==> config.mk <==
export PLATFORM = sky130hd
export DESIGN_NAME = updown_button_ctrl
export DESIGN_NICKNAME = d
export VERILOG_FILES = /design/src/rtl/updown_button_ctrl.sv
export SDC_FILE = /design/constraint.sdc
export NUM_CORES = 1
export LEC_CHECK = 0
export CAP_MARGIN = 25
export CORE_MARGIN = 2
export CORE_UTILIZATION = 60
export CTS_BUF_LIST = sky130_fd_sc_hd__clkbuf_16
export CTS_CLUSTER_SIZE = 30
export DETAILED_ROUTE_END_ITERATION = 7
export GPL_ROUTABILITY_DRIVEN = 1
export GPL_TIMING_DRIVEN = 0
export HOLD_SLACK_MARGIN = 0.12
export MAX_ROUTING_LAYER = met4
export PLACE_DENSITY = 0.8
export REMOVE_ABC_BUFFERS = 1
export SLEW_MARGIN = 10
export SYNTH_ARGS = -nofsm -noshare
export SYNTH_HDL_FRONTEND = slang
export SYNTH_SLANG_ARGS = --single-unit
==> constraint.sdc <==
create_clock -name clk -period 3.75 [get_ports clk]
set_clock_uncertainty 0.15 [all_clocks]
set_input_delay 0.9375 -clock clk [delete_from_list [all_inputs] [get_ports clk]]
set_output_delay 0.9375 -clock clk [all_outputs]
set_load 0.1 [all_outputs]
==> src/rtl/updown_button_ctrl.sv <==
// updown_button_ctrl
// Turns two raw push-buttons into single-cycle step requests for an up/down
// counter. Each button is synchronised and debounced. A press gives one pulse.
// Holding the button gives auto-repeat pulses: the first after HOLD_CYCLES
// edges, then one every REPEAT_CYCLES edges. Pressing both buttons together
// gives no pulses until both are released.

module updown_button_ctrl #(
   parameter int DB_CYCLES     = 16,
   parameter int HOLD_CYCLES   = 64,
   parameter int REPEAT_CYCLES = 16
) (
   input  logic clk,
   input  logic rst,
   input  logic btn_up,
   input  logic btn_down,
   output logic enable,
   output logic direction,
   output logic up_lvl,
   output logic down_lvl
);

   localparam int DBW  = $clog2(DB_CYCLES + 1);
   localparam int TMAX = (HOLD_CYCLES > REPEAT_CYCLES) ? HOLD_CYCLES : REPEAT_CYCLES;
   localparam int TW   = $clog2(TMAX);

   localparam logic [DBW-1:0] DB_LAST   = DBW'(DB_CYCLES - 1);
   localparam logic [DBW-1:0] DB_ONE    = DBW'(1);
   localparam logic [TW-1:0]  HOLD_LOAD = TW'(HOLD_CYCLES - 1);
   localparam logic [TW-1:0]  REP_LOAD  = TW'(REPEAT_CYCLES - 1);
   localparam logic [TW-1:0]  T_ONE     = TW'(1);

   localparam logic [1:0] S_IDLE   = 2'd0;
   localparam logic [1:0] S_HOLD   = 2'd1;
   localparam logic [1:0] S_REPEAT = 2'd2;
   localparam logic [1:0] S_LOCK   = 2'd3;

   // Bit 0 of each pair is the up button and bit 1 is the down button.
   logic [1:0]     r_sync1;
   logic [1:0]     r_sync2;
   logic [DBW-1:0] r_dbCnt [2];
   logic [1:0]     r_lvl;
   logic [1:0]     r_lvlPrev;
   logic [1:0]     r_state;
   logic [TW-1:0]  r_timer;
   logic           r_enable;
   logic           r_dir;

   logic           w_upRise;
   logic           w_downRise;
   logic           w_actLvl;
   logic           w_oppRise;
   logic [1:0]     w_stateNext;
   logic [TW-1:0]  w_timerNext;
   logic           w_pulse;
   logic           w_dirNext;

   // Two-flop synchroniser; these are the only flops that see the raw buttons.
   always_ff @(posedge clk) begin
      if (rst) begin
         r_sync1 <= 2'b00;
         r_sync2 <= 2'b00;
      end else begin
         r_sync1 <= {btn_down, btn_up};
         r_sync2 <= r_sync1;
      end
   end

   // Debounce: the level flips only after DB_CYCLES disagreeing samples in a row.
   always_ff @(posedge clk) begin
      if (rst) begin
         r_lvl <= 2'b00;
         for (int i = 0; i < 2; i++) begin
            r_dbCnt[i] <= '0;
         end
      end else begin
         for (int i = 0; i < 2; i++) begin
            if (r_sync2[i] != r_lvl[i]) begin
               if (r_dbCnt[i] == DB_LAST) begin
                  r_lvl[i]   <= ~r_lvl[i];
                  r_dbCnt[i] <= '0;
               end else begin
                  r_dbCnt[i] <= r_dbCnt[i] + DB_ONE;
               end
            end else begin
               r_dbCnt[i] <= '0;
            end
         end
      end
   end

   assign w_upRise   = r_lvl[0] & ~r_lvlPrev[0];
   assign w_downRise = r_lvl[1] & ~r_lvlPrev[1];
   // While a button is active, r_dir records which button it is.
   assign w_actLvl   = r_dir ? r_lvl[0] : r_lvl[1];
   assign w_oppRise  = r_dir ? w_downRise : w_upRise;

   // Next-state logic. A rise on the opposite button has priority over a release.
   always_comb begin
      w_stateNext = r_state;
      w_timerNext = r_timer;
      w_pulse     = 1'b0;
      w_dirNext   = r_dir;
      case (r_state)
         S_IDLE: begin
            if (r_lvl[0] && r_lvl[1]) begin
               w_stateNext = S_LOCK;
            end else if (w_upRise) begin
               w_pulse     = 1'b1;
               w_dirNext   = 1'b1;
               w_timerNext = HOLD_LOAD;
               w_stateNext = S_HOLD;
            end else if (w_downRise) begin
               w_pulse     = 1'b1;
               w_dirNext   = 1'b0;
               w_timerNext = HOLD_LOAD;
               w_stateNext = S_HOLD;
            end
         end
         S_HOLD, S_REPEAT: begin
            if (w_oppRise) begin
               w_stateNext = S_LOCK;
            end else if (!w_actLvl) begin
               w_stateNext = S_IDLE;
            end else if (r_timer == '0) begin
               w_pulse     = 1'b1;
               w_timerNext = REP_LOAD;
               w_stateNext = S_REPEAT;
            end else begin
               w_timerNext = r_timer - T_ONE;
            end
         end
         S_LOCK: begin
            if (!r_lvl[0] && !r_lvl[1]) begin
               w_stateNext = S_IDLE;
            end
         end
         default: begin
            w_stateNext = S_IDLE;
         end
      endcase
   end

   // Register the FSM state, the timer and the registered pulse outputs.
   always_ff @(posedge clk) begin
      if (rst) begin
         r_state   <= S_IDLE;
         r_timer   <= '0;
         r_enable  <= 1'b0;
         r_dir     <= 1'b1;
         r_lvlPrev <= 2'b00;
      end else begin
         r_state   <= w_stateNext;
         r_timer   <= w_timerNext;
         r_enable  <= w_pulse;
         r_dir     <= w_dirNext;
         r_lvlPrev <= r_lvl;
      end
   end

   assign enable    = r_enable;
   assign direction = r_dir;
   assign up_lvl    = r_lvl[0];
   assign down_lvl  = r_lvl[1];

endmodule

==> reports/summary.txt <==
Pwr/cell area -> 467 nW/um^2
Syn avg cell area -> 10.1 sq um
Cell family with most CP delay -> buffers and inverters
Netlist Area Pre-Place -> 1480 sq um
Reg-to-Reg Start -> r_lvl[1]
RSZ-0062 raised after global routing -> no
Via count -> 1037
Critical path arrival -> 2040 ps
Final RePlAce weighted congestion -> 0.786
Initial Util -> 61.5%
Area of the multi-input gates -> 792 sq um
Commonest cells after routing, fill and taps aside -> dfxtp_1 (18), nor2_1 (15), nor2b_1 (10), edfxtp_1 (10), conb_1 (10)
Final period util -> 83.5%
Worst reg2reg path depth -> 5
I/O pins -> 8
Longest Clk Path Bufs -> 2
CTS H-tree lvls -> 1
Cells after Synth -> 147
Buf/Inv on CP -> 1
Setup TNS -> 0 ps
Rows -> 18
Placed instance area -> 1590 sq um
Post-synth top flop -> dfxtp_1
FF+latch count, synth -> 28
Worst slew pin tran -> 979 ps
# resized after CTS -> 0
WL final -> 2500 um
Largest net degree at the start of global routing -> 23
Fin. Hold Viols -> 0
Share of cells above drive strength 1 -> 6.83%
Post-DR wirelength/cell -> 13.1 um
Setup WS post-layout -> 619 ps
Required time worst endpoint -> 2660 ps
Pre-CTS WS -> 887 ps
Startpoint types -> flop
Status -> completed
Max_slew headroom -> 34.6%
P_leak -> 0.667 nW
R2R Path End -> r_timer[3]
EDFF count, synth -> 10
Count of cell types in the netlist -> 46
CP max stage delay -> 1220 ps
Setup Buffers After CTS -> 0
Crit Path Class -> reg2out
Slowest-stage cell, CP -> clkdlybuf4s50_1
Hold WC Path Type -> reg2reg
Area grow syn2layout -> 12.6%
Setup crit end kind -> primary output
Setup crit end -> down_lvl
Worst skew pair latency -> 250 ps
Reg2reg setup slack -> 1650 ps
Worst Path Max Fanout -> 13
Chip height -> 53.7 um
Worst setup path start -> r_lvl[1]
Max Cap Viol -> 0
Num Clock Sinks -> 28
Grt ovf -> 0
Antenna violations before repair -> 0
Hold buffers post-CTS -> 0
Final #Nets -> 176
Cts bufs inserted -> 3
First-pass GRT wire length -> 3780 um
Area of the core -> 2410 sq um
Commonest non-fill, non-tap cell in the layout -> dfxtp_1
Post-synthesis sequential area ratio -> 44.6%
Seq. cell area -> 661 sq um
Post-route cell area -> 1670 sq um
Number of global-route vias before repair -> 919
Die footprint -> 2880 sq um
DR DRC count -> 0
Fillcell total -> 189
FFs w/ async S/R, synth -> 0%
CP Depth -> 1
Crit path cell chain -> clkdlybuf4s50_1
Root buffer cell -> clkbuf_16
CTS tree -> done
Clock period minus worst slack -> 3130 ps
Clock slew at reported path FFs -> 60 ps
Finish-stage setup viols -> 0
Die W -> 53.7 um
Final Max Slew Viols -> 0
Antenna diodes -> 0
Via/cell ratio -> 5.43
Post-DRT Antenna Nets -> 0
Peak Freq -> 319 MHz
Drt first pass iters -> 4
VDD IR-drop max -> 0.422 mV
DP HPWL -> 1870 um
Yosys warns -> 0
I/O Buffers -> 7
Initial DRC count -> 17
Total track usage -> 18.9%
==> power by group <==
part	internal, mW	total (mW)	switching (mW)
Combinational	0.0802	0.184	0.103
Sequential	0.342	0.366	0.0236
Clock	0.141	0.231	0.0896
==> kinds of logic after synthesis <==
family	count (synthesis)	synth area share, %
AO/OA/AOI/OAI	29	15.7
AND/OR/NAND/NOR	57	22.0
buffers and inverters	14	4.30
XOR/XNOR	6	3.54
flip-flops	28	44.6
adder cells (fa/ha/maj)	9	7.60
other	1	0.253
multiplexers	3	2.03
==> metal layers <==
metal  GRT usage (%)  vias up  wire [um]
li1                -      539          -
met1            19.3      488       1090
met2            35.0        8       1350
met3            3.33        2         47
met4            7.69        0         24
met5               -        -          0
==> layout make-up <==
class | count | share of cell area, %
multi-input cells | 114 | 47.5
repair buffers | 7 | 4.20
flip-flops and latches | 28 | 39.6
inverters | 9 | 2.02
clock buffers | 3 | 4.50
well taps | 30 | 2.25
==> sequential cells by signal (all words and copies together) (netlist names) <==
register	count
direction	1
enable	1
r_dbCnt	10
r_lvl	2
r_lvlPrev	2
r_state	2
r_sync1	2
r_sync2	2
r_timer	6
==> per-stage QoR <==
stage	total power, mW	util (%)	instances	hold slack, ps
6_report	0.780	69.3	191	290
5_1_grt	0.813	69.3	191	311
4_1_cts	0.784	69.3	191	296
3_5_place_dp	0.554	66.1	188	281
3_3_place_gp	0.543	66.1	188	270
2_1_floorplan	0.512	-	151	264
==> worst min-delay path by stage <==
stage,startpoint,slack (ps),endpoint,cells past startpoint
final,r_sync1[1],290,r_sync2[1],1
after global routing,r_sync1[0],310,r_sync2[0],1
after CTS,r_sync1[1],300,r_sync2[1],1
after detailed placement,r_sync1[1],280,r_sync2[1],1
after global placement,r_sync1[0],270,r_sync2[0],1
after floorplan,r_sync1[0],260,r_sync2[0],1
==> synth_stat cells (all sizes together) (3+ instances only) <==
master   n  area [sq um]
inv      9          33.8
nor2    15          56.3
ha       9           113
nand3    6          30.0
a21oi    6          30.0
nand2    8          30.0
xnor2    4          35.0
nor3     3          20.0
dfxtp   18           360
or3      3          18.8
edfxtp  10           300
mux2i    3          30.0
nor2b   11          76.3
or3b     3          28.8
clkbuf   3          11.3
Power figures use the tool's default switching activity.
